## config.mk

```make
export PLATFORM = sky130hd
export DESIGN_NAME = mem_stage_access_unit
export DESIGN_NICKNAME = d
export VERILOG_FILES = /design/src/rtl/mem_stage_access_unit.sv
export SDC_FILE = /design/constraint.sdc
export NUM_CORES = 1
export LEC_CHECK = 0
export CORE_UTILIZATION = 40
export DETAILED_ROUTE_END_ITERATION = 7
export PLACE_DENSITY = 0.75
export SLEW_MARGIN = 30
export SYNTH_ARGS = -nofsm -noshare
export SYNTH_HDL_FRONTEND = slang
export SYNTH_SLANG_ARGS = --single-unit
```

## constraint.sdc

```tcl
create_clock -name clk -period 3.7 [get_ports clk]
set_input_delay 0.74 -clock clk [delete_from_list [all_inputs] [get_ports clk]]
set_output_delay 0.74 -clock clk [all_outputs]
set_load 0.02 [all_outputs]
```

## src/rtl/mem_stage_access_unit.sv

```systemverilog
// M-stage load/store engine: issues byte-enabled memory or memory-mapped IO accesses,
// stalls the pipeline until the handshake completes, returns extended load data and faults.
module mem_stage_access_unit #(
    parameter int          NUM_IO     = 2,
    parameter logic [31:0] IO_BASE    = 32'h0000_7F00,
    parameter int          IO_TIMEOUT = 15
) (
    input  logic                   clk,
    input  logic                   reset_n,
    input  logic                   req_valid,
    input  logic [1:0]             be_op,
    input  logic [2:0]             me_op,
    input  logic [31:0]            addr,
    input  logic [31:0]            wdata,
    output logic                   stall,
    output logic                   done,
    output logic [31:0]            rdata,
    output logic                   exc_adel,
    output logic                   exc_ades,
    output logic                   exc_bus,
    output logic                   mem_en,
    output logic [3:0]             mem_we,
    output logic [29:0]            mem_addr,
    output logic [31:0]            mem_wdata,
    input  logic [31:0]            mem_rdata,
    input  logic                   mem_ready,
    output logic [NUM_IO-1:0]      io_sel,
    output logic                   io_we,
    output logic [1:0]             io_addr,
    output logic [31:0]            io_wdata,
    input  logic [32*NUM_IO-1:0]   io_rdata,
    input  logic [NUM_IO-1:0]      io_ack
);

    typedef enum logic [1:0] {S_IDLE, S_BUS, S_RESP} state_t;

    state_t state_q, state_d;

    logic              is_store, is_load, op_valid;
    logic              sz_byte, sz_half, sz_word;
    logic [31:0]       io_off;
    logic              in_io;
    logic [NUM_IO-1:0] sel_dec;
    logic              fault;
    logic [3:0]        be_dec;
    logic [31:0]       wdata_rep;

    // Context of the in-flight access
    logic              is_io_q, is_store_q;
    logic [2:0]        ld_op_q;
    logic [1:0]        lo_q;
    logic [7:0]        tmo_q;

    logic [31:0]       io_word;
    logic              io_hit, bus_hit, bus_tmo;

    // Store wins when both op fields are set
    assign is_store = (be_op != 2'b00);
    assign is_load  = !is_store && (me_op >= 3'd1) && (me_op <= 3'd5);
    assign op_valid = req_valid && (is_store || is_load);

    always_comb begin
        sz_byte = 1'b0;
        sz_half = 1'b0;
        sz_word = 1'b0;
        if (is_store) begin
            case (be_op)
                2'b01:   sz_byte = 1'b1;
                2'b10:   sz_half = 1'b1;
                default: sz_word = 1'b1;
            endcase
        end else if (is_load) begin
            case (me_op)
                3'd1, 3'd2: sz_byte = 1'b1;
                3'd3, 3'd4: sz_half = 1'b1;
                default:    sz_word = 1'b1;
            endcase
        end
    end

    assign io_off = addr - IO_BASE;
    assign in_io  = (addr >= IO_BASE) && (io_off < 32'(16 * NUM_IO));

    always_comb begin
        sel_dec = '0;
        for (int k = 0; k < NUM_IO; k++)
            sel_dec[k] = in_io && (io_off[31:4] == 28'(k));
    end

    // IO channels only accept whole words
    assign fault = (sz_half && addr[0]) ||
                   (sz_word && (addr[1:0] != 2'b00)) ||
                   (in_io && !sz_word);

    always_comb begin
        be_dec    = 4'b0000;
        wdata_rep = wdata;
        if (is_store) begin
            if (sz_byte) begin
                be_dec    = 4'b0001 << addr[1:0];
                wdata_rep = {4{wdata[7:0]}};
            end else if (sz_half) begin
                be_dec    = 4'b0011 << {addr[1], 1'b0};
                wdata_rep = {2{wdata[15:0]}};
            end else begin
                be_dec    = 4'b1111;
            end
        end
    end

    always_comb begin
        io_word = '0;
        for (int k = 0; k < NUM_IO; k++)
            if (io_sel[k]) io_word = io_word | io_rdata[32*k +: 32];
    end

    assign io_hit  = |(io_ack & io_sel);
    assign bus_hit = is_io_q ? io_hit : mem_ready;
    // Last allowed wait cycle: an ack here still wins over the timeout
    assign bus_tmo = is_io_q && !io_hit && (tmo_q == 8'd1);

    function automatic logic [31:0] load_ext(input logic [2:0] op, input logic [1:0] lo,
                                             input logic [31:0] w);
        logic [7:0]  b;
        logic [15:0] h;
        b = w[{lo, 3'b000} +: 8];
        h = w[{lo[1], 4'b0000} +: 16];
        case (op)
            3'd1:    return {{24{b[7]}}, b};
            3'd2:    return {24'h0, b};
            3'd3:    return {{16{h[15]}}, h};
            3'd4:    return {16'h0, h};
            default: return w;
        endcase
    endfunction

    always_ff @(posedge clk) begin
        if (!reset_n) state_q <= S_IDLE;
        else          state_q <= state_d;
    end

    always_comb begin
        state_d = state_q;
        case (state_q)
            S_IDLE:  if (op_valid) state_d = fault ? S_RESP : S_BUS;
            S_BUS:   if (bus_hit || bus_tmo) state_d = S_RESP;
            S_RESP:  state_d = S_IDLE;
            default: state_d = S_IDLE;
        endcase
    end

    assign done  = (state_q == S_RESP);
    assign stall = reset_n && op_valid && !done;

    always_ff @(posedge clk) begin
        if (!reset_n) begin
            rdata      <= '0;
            exc_adel   <= 1'b0;
            exc_ades   <= 1'b0;
            exc_bus    <= 1'b0;
            mem_en     <= 1'b0;
            mem_we     <= '0;
            mem_addr   <= '0;
            mem_wdata  <= '0;
            io_sel     <= '0;
            io_we      <= 1'b0;
            io_addr    <= '0;
            io_wdata   <= '0;
            is_io_q    <= 1'b0;
            is_store_q <= 1'b0;
            ld_op_q    <= '0;
            lo_q       <= '0;
            tmo_q      <= '0;
        end else begin
            case (state_q)
                S_IDLE: begin
                    if (op_valid) begin
                        is_io_q    <= in_io;
                        is_store_q <= is_store;
                        ld_op_q    <= me_op;
                        lo_q       <= addr[1:0];
                        rdata      <= '0;
                        exc_adel   <= fault && is_load;
                        exc_ades   <= fault && is_store;
                        if (!fault) begin
                            if (in_io) begin
                                io_sel   <= sel_dec;
                                io_we    <= is_store;
                                io_addr  <= addr[3:2];
                                io_wdata <= wdata_rep;
                                tmo_q    <= 8'(IO_TIMEOUT);
                            end else begin
                                mem_en    <= 1'b1;
                                mem_we    <= be_dec;
                                mem_addr  <= addr[31:2];
                                mem_wdata <= wdata_rep;
                            end
                        end
                    end
                end
                S_BUS: begin
                    if (bus_hit || bus_tmo) begin
                        mem_en <= 1'b0;
                        mem_we <= '0;
                        io_sel <= '0;
                        io_we  <= 1'b0;
                        if (bus_hit)
                            rdata <= is_store_q ? 32'h0
                                     : load_ext(ld_op_q, lo_q, is_io_q ? io_word : mem_rdata);
                        else
                            exc_bus <= 1'b1;
                    end else begin
                        tmo_q <= tmo_q - 8'd1;
                    end
                end
                default: begin
                    rdata    <= '0;
                    exc_adel <= 1'b0;
                    exc_ades <= 1'b0;
                    exc_bus  <= 1'b0;
                end
            endcase
        end
    end

endmodule
```

# Word level (Yosys, flattened, before mapping)
# Index checks and enable logic that the tools add are counted.
# W data, S select, Z words.
dict set report word_totals {
  ff_bits 156
  in_bits 171
  out_inout_bits 141
  wordCells 162
}
dict set report classes {
  add_sub_neg 2
  n_lt_le_gt_ge 4
  n_eq_ne 22
  shift 4
  muxes 63
  bitwise_logic 6
  reduce_logical 43
}
# cell count
set ops {}
lappend ops {{$mux W32} 10}
lappend ops {{$pmux W32 S4} 1}
lappend ops {{$pmux W32 S2} 1}
lappend ops {{$ge A32 B15 Y1 const B} 1}
lappend ops {{$lt A32 B6 Y1 const B} 1}
lappend ops {{$mux W8} 4}
lappend ops {{$or A32 B32 Y32} 1}
lappend ops {{$shiftx A32 B6 Y16} 1}
lappend ops {{$shiftx A32 B6 Y8} 1}
lappend ops {{$sub A32 B15 Y32 const B} 1}
lappend ops {{$eq A28 B1 Y1 const B} 1}
lappend ops {{$logic_not A28 Y1} 1}
lappend ops {{$mux W4} 7}
lappend ops {{$mux W1} 24}
lappend ops {{$ne A2 B2 Y1 const B} 8}
lappend ops {{$pmux W8 S2} 1}
lappend ops {{$logic_and A1 B1 Y1} 15}
lappend ops {{$reduce_and A5 Y1} 3}
lappend ops {{$mux W2} 7}
lappend ops {{$eq A3 B2 Y1 const B} 4}
lappend ops {{$pmux W1 S2} 5}
lappend ops {{$eq A8 B1 Y1 const B} 1}
lappend ops {{$pmux W2 S2} 2}
lappend ops {{$pmux W4 S2} 1}
lappend ops {{20 further kinds} 42}

# Longest topological paths before layout
# Gate-level depths: netlist (run 1).
dict set report depth {
  depth_word 13
  depth_mapped 11
}

# Worst setup path after synthesis (run 1)
# OpenSTA, ideal clock, no wires.
dict set report synth_timing {
  kind {input-to-reg}
  start {input port be_op[0]}
  end {register tmo_q[3]}
  t_arrival_ns 2.696
  slack_ns 0.929
  stages 9
  path_cell_list {inv_1 -> ha_1 -> buf_2 -> nand3_1 -> nand4_1 -> a31oi_2 -> a31oi_4 -> or4_4 -> a31oi_2}
}
dict set report synth_via {
  elab_chain_cells 11
  elab_cells_between_ends 24
}
# element line_no
set synth_rtl {}
lappend synth_rtl {{start: declaration} 11} ;# input logic [1:0] be_op,
lappend synth_rtl {{$reduce_bool A2 Y1} 58} ;# assign is_store = (be_op != 2'b00);
lappend synth_rtl {{$logic_not A1 Y1} 59} ;# assign is_load = !is_store && (me_op >= 3'd1) && (me_op <= 3'd5);
lappend synth_rtl {{$logic_and A1 B1 Y1 (2 in series)} 59}
lappend synth_rtl {{$mux W1} 72} ;# end else if (is_load) begin
lappend synth_rtl {{$mux W1} 66} ;# if (is_store) begin
lappend synth_rtl {{$logic_and A1 B1 Y1, or another cell as far along} 91} ;# assign fault = (sz_half && addr[0]) ||
lappend synth_rtl {{$logic_or A1 B1 Y1 or $logic_and A1 B1 Y1 (tied branches)} {91, 93}}
lappend synth_rtl {{$logic_or A1 B1 Y1} 92} ;# (sz_word && (addr[1:0] != 2'b00)) ||
lappend synth_rtl {{$ne A2 B2 Y1 (no line)} --}
lappend synth_rtl {{$reduce_and A5 Y1 (no line) (*)} --}
lappend synth_rtl {{end signal: assignment} 191} ;# tmo_q <= 8'(IO_TIMEOUT);
lappend synth_rtl {{end signal: assignment} 213} ;# tmo_q <= tmo_q - 8'd1;
lappend synth_rtl {{end: declaration} 52} ;# logic [7:0] tmo_q;
# Mark *: on every way between the ends. The rest lies on a longest branch, timed or not.
# A chain may end at the register's enable or synchronous reset.

# Worst setup path after layout (run 1)
dict set report layout_timing {
  start {input port be_op[0]}
  end {output port stall}
}
dict set report layout_via {
  elab_chain_cells 8
}
# element line_no
set layout_rtl {}
lappend layout_rtl {{$reduce_bool A2 Y1 (*)} 58}
lappend layout_rtl {{$logic_not A1 Y1} 59}
lappend layout_rtl {{$logic_and A1 B1 Y1 (2 in series)} 59}
lappend layout_rtl {{$logic_or A1 B1 Y1 (*)} 60} ;# assign op_valid = req_valid && (is_store || is_load);
lappend layout_rtl {{$logic_and A1 B1 Y1 (*)} 60}
lappend layout_rtl {{$logic_and A1 B1 Y1 (*) (2 in series)} 153} ;# assign stall = reset_n && op_valid && !done;
lappend layout_rtl {{end: declaration} 15} ;# output logic stall,
# Marks and branches as above.

==> results of run 1 <==
state kept, by name, summed over array words and instances (netlist names), 3 cells and up:
| name | count |
|---|---|
| ld_op_q | 3 |
| tmo_q | 8 |
| mem_we | 4 |
| mem_addr | 30 |
| rdata | 32 |
| io_wdata | 32 |
| mem_wdata | 32 |
final timing paths:
| path | from | end | slack [ps] | depth (start not counted) |
|---|---|---|---|---|
| worst max-delay path | be_op[0] | stall | 150 | 7 |
| worst min-delay path | rdata[26]$_SDFFE_PN0P_ | rdata[26]$_SDFFE_PN0P_ | 450 | 2 |
| worst max register to register | io_sel[0]$_SDFFE_PN0P_ | rdata[20]$_SDFFE_PN0P_ | 1050 | 7 |
| worst min register to register | rdata[26]$_SDFFE_PN0P_ | rdata[26]$_SDFFE_PN0P_ | 450 | 2 |
cell type report:
cell class	instances	area, sq um	share of cell area
Multi-Input combinational cell	689	4156	0.3553
Timing Repair Buffer	338	3382	0.2891
Sequential cell	156	3124	0.2671
Clock buffer	21	480.5	0.04107
Tap cell	234	292.8	0.02503
Clock inverter	11	177.7	0.01519
Inverter	22	85.08	0.007273
cells by family (layout without fill, tap and decap cells):
logic type      Yosys count  count (layout)  share of synthesized area
xor+xnor                  7               7                   0.008008
buf+inv                  95             392                    0.05442
mux                      69              69                    0.09658
flops                   156             156                     0.4079
simple gates            356             356                     0.2098
compound gates          252             252                     0.2151
fa+ha+maj                 5               5                   0.008171
power by group:
group          total (mW)  switching, mW  internal, mW
Sequential           1.84         0.0657          1.77
Clock                1.94          0.726          1.21
Combinational        1.00          0.524         0.481
Total                4.78           1.32          3.46
Yosys cell counts, types with 6 or more instances:
cell type  number  area [sq um]
inv_1          22         82.58
nand2_1       160         600.6
nor2b_1        14         87.58
nor3_1         16         80.08
o21ai_0        30         150.1
nor4_1          6         37.54
a211o_1         8         70.07
a221oi_1        8         70.07
buf_4           8         60.06
a21oi_1        92         460.4
dfxtp_1       156          3123
mux2_2         19         214.0
a211oi_1       21         157.7
buf_2          23         115.1
o21ai_1        11         55.05
mux2i_1        48         480.5
nand2b_1        8         50.05
a22oi_1        44         330.3
clkbuf_1       31         116.4
o22ai_1         7         43.79
buf_1          10         37.54
nand3_1        11         55.05
nor2_1        108         405.4
worst min-delay path: stages, from the launching register on:
cell and delay, ps:
dfxtp_1 310, nand2_1 50, o21ai_1 50
per-stage QoR:
step	cells	instance area, sq um	hold slack (ps)
finish	1471	11700	448.0
global route	1471	11700	462.5
floorplan	940	7656	457.7
CTS	1471	11700	449.5
global placement	1439	11030	434.1
detailed placement	1439	11040	440.4
per-layer routing:
metal / routed length [um] / up-vias / GRT usage
met5: 0 / - / 0
met1: 11030 / 3711 / 0.3107
met2: 12450 / 326 / 0.4476
met3: 2552 / 36 / 0.09094
li1: - / 3877 / -
met4: 567 / 0 / 0.08791
==> flow_summary_export.csv, run 1 <==
group,metric,value,unit
run_status,outcome,"finished clean",
cells_and_area,final_cell_mix,"clkdlybuf4s50_1, nand2_1, dfxtp_1",
flow_run,max_cap_viol_count,0,
critical_path,cp_max_fo,4,
cells_and_area,finish.utilization,0.6254,
critical_path,crit_slowest_cell,"clkdlybuf4s50_1",
logic_synthesis,synth_nets,1116,
critical_path,required,2960,ps
logic_synthesis,synth_area,7656,sq um
floorplan,io_pins,312,
cells_and_area,num-nets-final,1400,
cts,cts_htree_levels,4,
sta,min_period_over_period,0.9595,
critical_path,arrival,2810,ps
cells_and_area,fillers,1656,
logic_synthesis,ys_warn_count,0,
logic_synthesis,synthCells,940,
cts,cts_buffers,17,
floorplan,core,18710,sq um
power_and_ir_drop,ir_worst_vdd,0.3435,mV
critical_path,startpoint_type,"primary input",
cts,path_clk_slew,70,ps
place,place_ws,122.9,ps
global_route,grt_pass1_vias,7515,
global_route,globalRouteOverflowTotal,0,
cells_and_area,final_common_cell,"clkdlybuf4s50_1",
cts,cts-root-buf,"clkbuf_16",
global_route,track_usage,0.2641,
floorplan,die_height,140.4,um
sta,finalSetupTns,0,ps
logic_synthesis,async_flop_share,0,
route,drt_pass1_iterations,6,
power_and_ir_drop,p_per_area,408.5,nW/um^2
logic_synthesis,yosysSeqAreaShare,0.4079,
sta,final-max-slew-violation-count,0,
cts,cts_buffer_depth,2,
global_route,grt_pass1_wl,40.61,mm
cts,worstSkewPairLatency,420,ps
place,port-buffer-count,311,
critical_path,cp_slowest_stage_delay,570,ps
cells_and_area,antenna_cells,0,
floorplan,initial_utilization,0.4093,
route,drc_errors,0,
cts,cts_setup_buffers,0,
critical_path,critPathKind,"primary input to output pin",
route,routed_via_density,5.404,
place,dpl.hpwl,19.64,mm
global_route,grt_start_max_net_pins,96,
floorplan,rows,50,
logic_synthesis,synth_cell_types,73,
cts,cts.repair.resized,0,
logic_synthesis,ys_ff_latch,156,
floorplan,die-area,19700,sq um
cts,cts_tree,"done",
critical_path,critPathCaptureType,"output pin",
cts,cts_sinks,156,
route,drt_iter0_markers,428,
place,gp_congestion,0.8399,
global_route,antenna_found_initial,0,
sta,finalHoldViolCount,0,
sta,relSlewSlack,0.5015,
cells_and_area,layout-drive-gt1-share,0.08327,
cells_and_area,syn_to_final_growth,52.80,%
route,wl,26.60,mm
cts,cts-hold-fix-buffers,0,
critical_path,worstPathCellList,"clkdlybuf4s50_1 > inv_1 > ha_1 > or4b_4 > nand3_1 > nor3_1 > clkdlybuf4s50_1",
critical_path,critPathBufInv,3,
route,drtAntennaViolNets,0,
sta,final.setup.worst_slack,149.9,ps
sta,grt_setup_unrepaired,"false",
route,num_vias,7950,
sta,worst_pin_slew,747.7,ps
floorplan,die_x,140.4,um
critical_path,cpMostUsedCell,"clkdlybuf4s50_1",
route,post_drt_wl_per_cell,18.08,um
logic_synthesis,synth_edf_count,0,
sta,finalSetupViolCount,0,
min_path,hp-class,"flip-flop to flip-flop",
critical_path,critical-path-top-delay-family,"buffers and inverters",
sta,max_freq,281.7,MHz
logic_synthesis,avgSynthCellArea,8.145,sq um
power_and_ir_drop,total_power,4.779,mW
logic_synthesis,synth_flop_cell,"dfxtp_1",
sta,fin_crit,3550,ps
sta,skew,11.12,ps
power_and_ir_drop,p_leak,4.442,nW
Note: power is estimated with default switching activity, not from simulation.
==> run 2: changes to the inputs <==
--- a/config.mk
+++ b/config.mk
@@ -5,6 +5,7 @@
 export SDC_FILE = /design/constraint.sdc
 export NUM_CORES = 1
 export LEC_CHECK = 0
+export CAP_MARGIN = 40
 export CORE_UTILIZATION = 40
 export DETAILED_ROUTE_END_ITERATION = 7
 export PLACE_DENSITY = 0.75
==> flow_summary_export.csv, run 2 (synthesis results as in run 1) <==
group,metric,value,unit
run_status,outcome,"finished clean",
cts,cts.repair.resized,0,
route,num_vias,7937,
cells_and_area,seqCellArea,3124,sq um
route,drt_pass1_iterations,5,
place,port-buffer-count,311,
cells_and_area,num-nets-final,1401,
cts,worstSkewPairLatency,420,ps
cts,path_clk_slew,60,ps
power_and_ir_drop,p_per_area,405.0,nW/um^2
route,routed_via_density,5.392,
cells_and_area,multi_input_area,4156,sq um
cts,cts_htree_levels,4,
place,dpl.hpwl,19.84,mm
critical_path,arrival,2840,ps
cells_and_area,fin_cells,1472,
global_route,grt_pass1_vias,7537,
cells_and_area,final_common_cell,"clkdlybuf4s50_1",
sta,worst_pin_slew,719.3,ps
cells_and_area,fin_area,11700,sq um
cells_and_area,antenna_cells,0,
cells_and_area,final_cell_mix,"clkdlybuf4s50_1, nand2_1, dfxtp_1",
sta,min_period_over_period,0.9680,
floorplan,initial_utilization,0.4093,
cts,cts-hold-fix-buffers,0,
sta,fin_crit,3582,ps
route,wl,26.57,mm
power_and_ir_drop,p_leak,4.431,nW
critical_path,required,2960,ps
route,post_drt_wl_per_cell,18.05,um
critical_path,cp_max_fo,4,
place,dpl_cell_area,11060,sq um
sta,final-max-slew-violation-count,0,
critical_path,reg2reg_from,"io_sel[1]$_SDFFE_PN0P_",
sta,max_freq,279.2,MHz
global_route,grt_pass1_wl,40.94,mm
global_route,antenna_found_initial,0,
cells_and_area,fillers,1621,
min_path,hp-start,"rdata[26]$_SDFFE_PN0P_",
floorplan,die_height,140.4,um
cells_and_area,finish.utilization,0.6256,
floorplan,core,18710,sq um
critical_path,startpoint_type,"primary input",
route,drt_iter0_markers,488,
sta,skew,9.228,ps
sta,finalSetupTns,0,ps
cts,cts_tree,"done",
sta,fin_hold_ws,446.7,ps
route,drtAntennaViolNets,0,
global_route,track_usage,0.2666,
sta,grt_setup_unrepaired,"false",
global_route,globalRouteOverflowTotal,0,
power_and_ir_drop,ir_worst_vdd,0.3477,mV
cts,cts-root-buf,"clkbuf_16",
cts,cts_buffer_depth,2,
cells_and_area,top_regs,"io_wdata (32), mem_wdata (32), rdata (32)",
sta,relSlewSlack,0.5201,
place,place_inst,1440,
critical_path,rrSetupSlack,1070,ps
min_path,whs_path_depth,2,
place,gp_congestion,0.8399,
global_route,grt_start_max_net_pins,77,
floorplan,die-area,19700,sq um
critical_path,r2r_cells,7,
sta,finalSetupViolCount,0,
floorplan,die_x,140.4,um
cts,cts_buffers,17,
cts,cts_sinks,156,
critical_path,critPathCaptureType,"output pin",
floorplan,io_pins,312,
route,drc_errors,0,
critical_path,r2r-end,"rdata[16]$_SDFFE_PN0P_",
flow_run,max_cap_viol_count,0,
sta,finalHoldViolCount,0,
min_path,hold_end,"rdata[26]$_SDFFE_PN0P_",
min_path,hp-class,"flip-flop to flip-flop",
cells_and_area,syn_to_final_growth,52.84,%
floorplan,rows,50,
cts,cts_setup_buffers,0,
critical_path,critPathKind,"primary input to output pin",
cells_and_area,layout-drive-gt1-share,0.08401,
==> run 2: cell count changes in the layout (fill, tap and decap cells not counted), sizes merged <==
cell | before | now
buf | 27 | 28
clkbuf | 21 | 17
clkinvlp | 0 | 3
inv | 26 | 27
==> run 2: worst max path at each step <==
stage	to	cells past startpoint	start	slack, ps
2_1_floorplan	tmo_q[3]$_SDFFE_PN0P_	9	be_op[0]	930
3_3_place_gp	stall	7	be_op[0]	150
3_5_place_dp	stall	7	be_op[0]	120
4_1_cts	stall	7	be_op[0]	120
5_1_grt	stall	8	be_op[0]	30
6_report	stall	7	be_op[1]	120
==> run 2: through the flow <==
step | total power [mW] | setup WS, ps
floorplan | 2.359 | 929.3
global placement | 2.853 | 151.5
detailed placement | 2.873 | 123.1
CTS | 4.767 | 122.5
global route | 4.935 | 33.22
finish | 4.738 | 118.4
==> run 2: worst max-delay path, stage by stage <==
cell,delay [ps]
clkdlybuf4s50_1,450
inv_1,100
ha_1,250
or4b_4,520
nand3_1,140
nor3_1,60
clkdlybuf4s50_1,580
==> run 2: metal layers <==
metal / part of all wire / wire length, um / track usage / vias to the layer above
li1: - / - / - / 3889
met1: 0.41 / 10820 / 0.3141 / 3700
met2: 0.47 / 12410 / 0.4447 / 318
met3: 0.10 / 2769 / 0.09504 / 30
met4: 0.022 / 574 / 0.09774 / 0
met5: 0 / 0 / 0 / -
==> run 2: where the power goes <==
group          leakage, nW  switching (mW)  internal (mW)
Sequential            1.27          0.0667           1.77
Combinational         2.86           0.522          0.483
Clock                0.303           0.753           1.14
Total                 4.43            1.34           3.40
==> run 2: final cells by class <==
type,instances,share of cell area
Tap cell,234,0.02502
Timing Repair Buffer,339,0.2911
Inverter,22,0.007271
Clock buffer,17,0.03636
Clock inverter,15,0.01807
Sequential cell,156,0.2670
Multi-Input combinational cell,689,0.3552
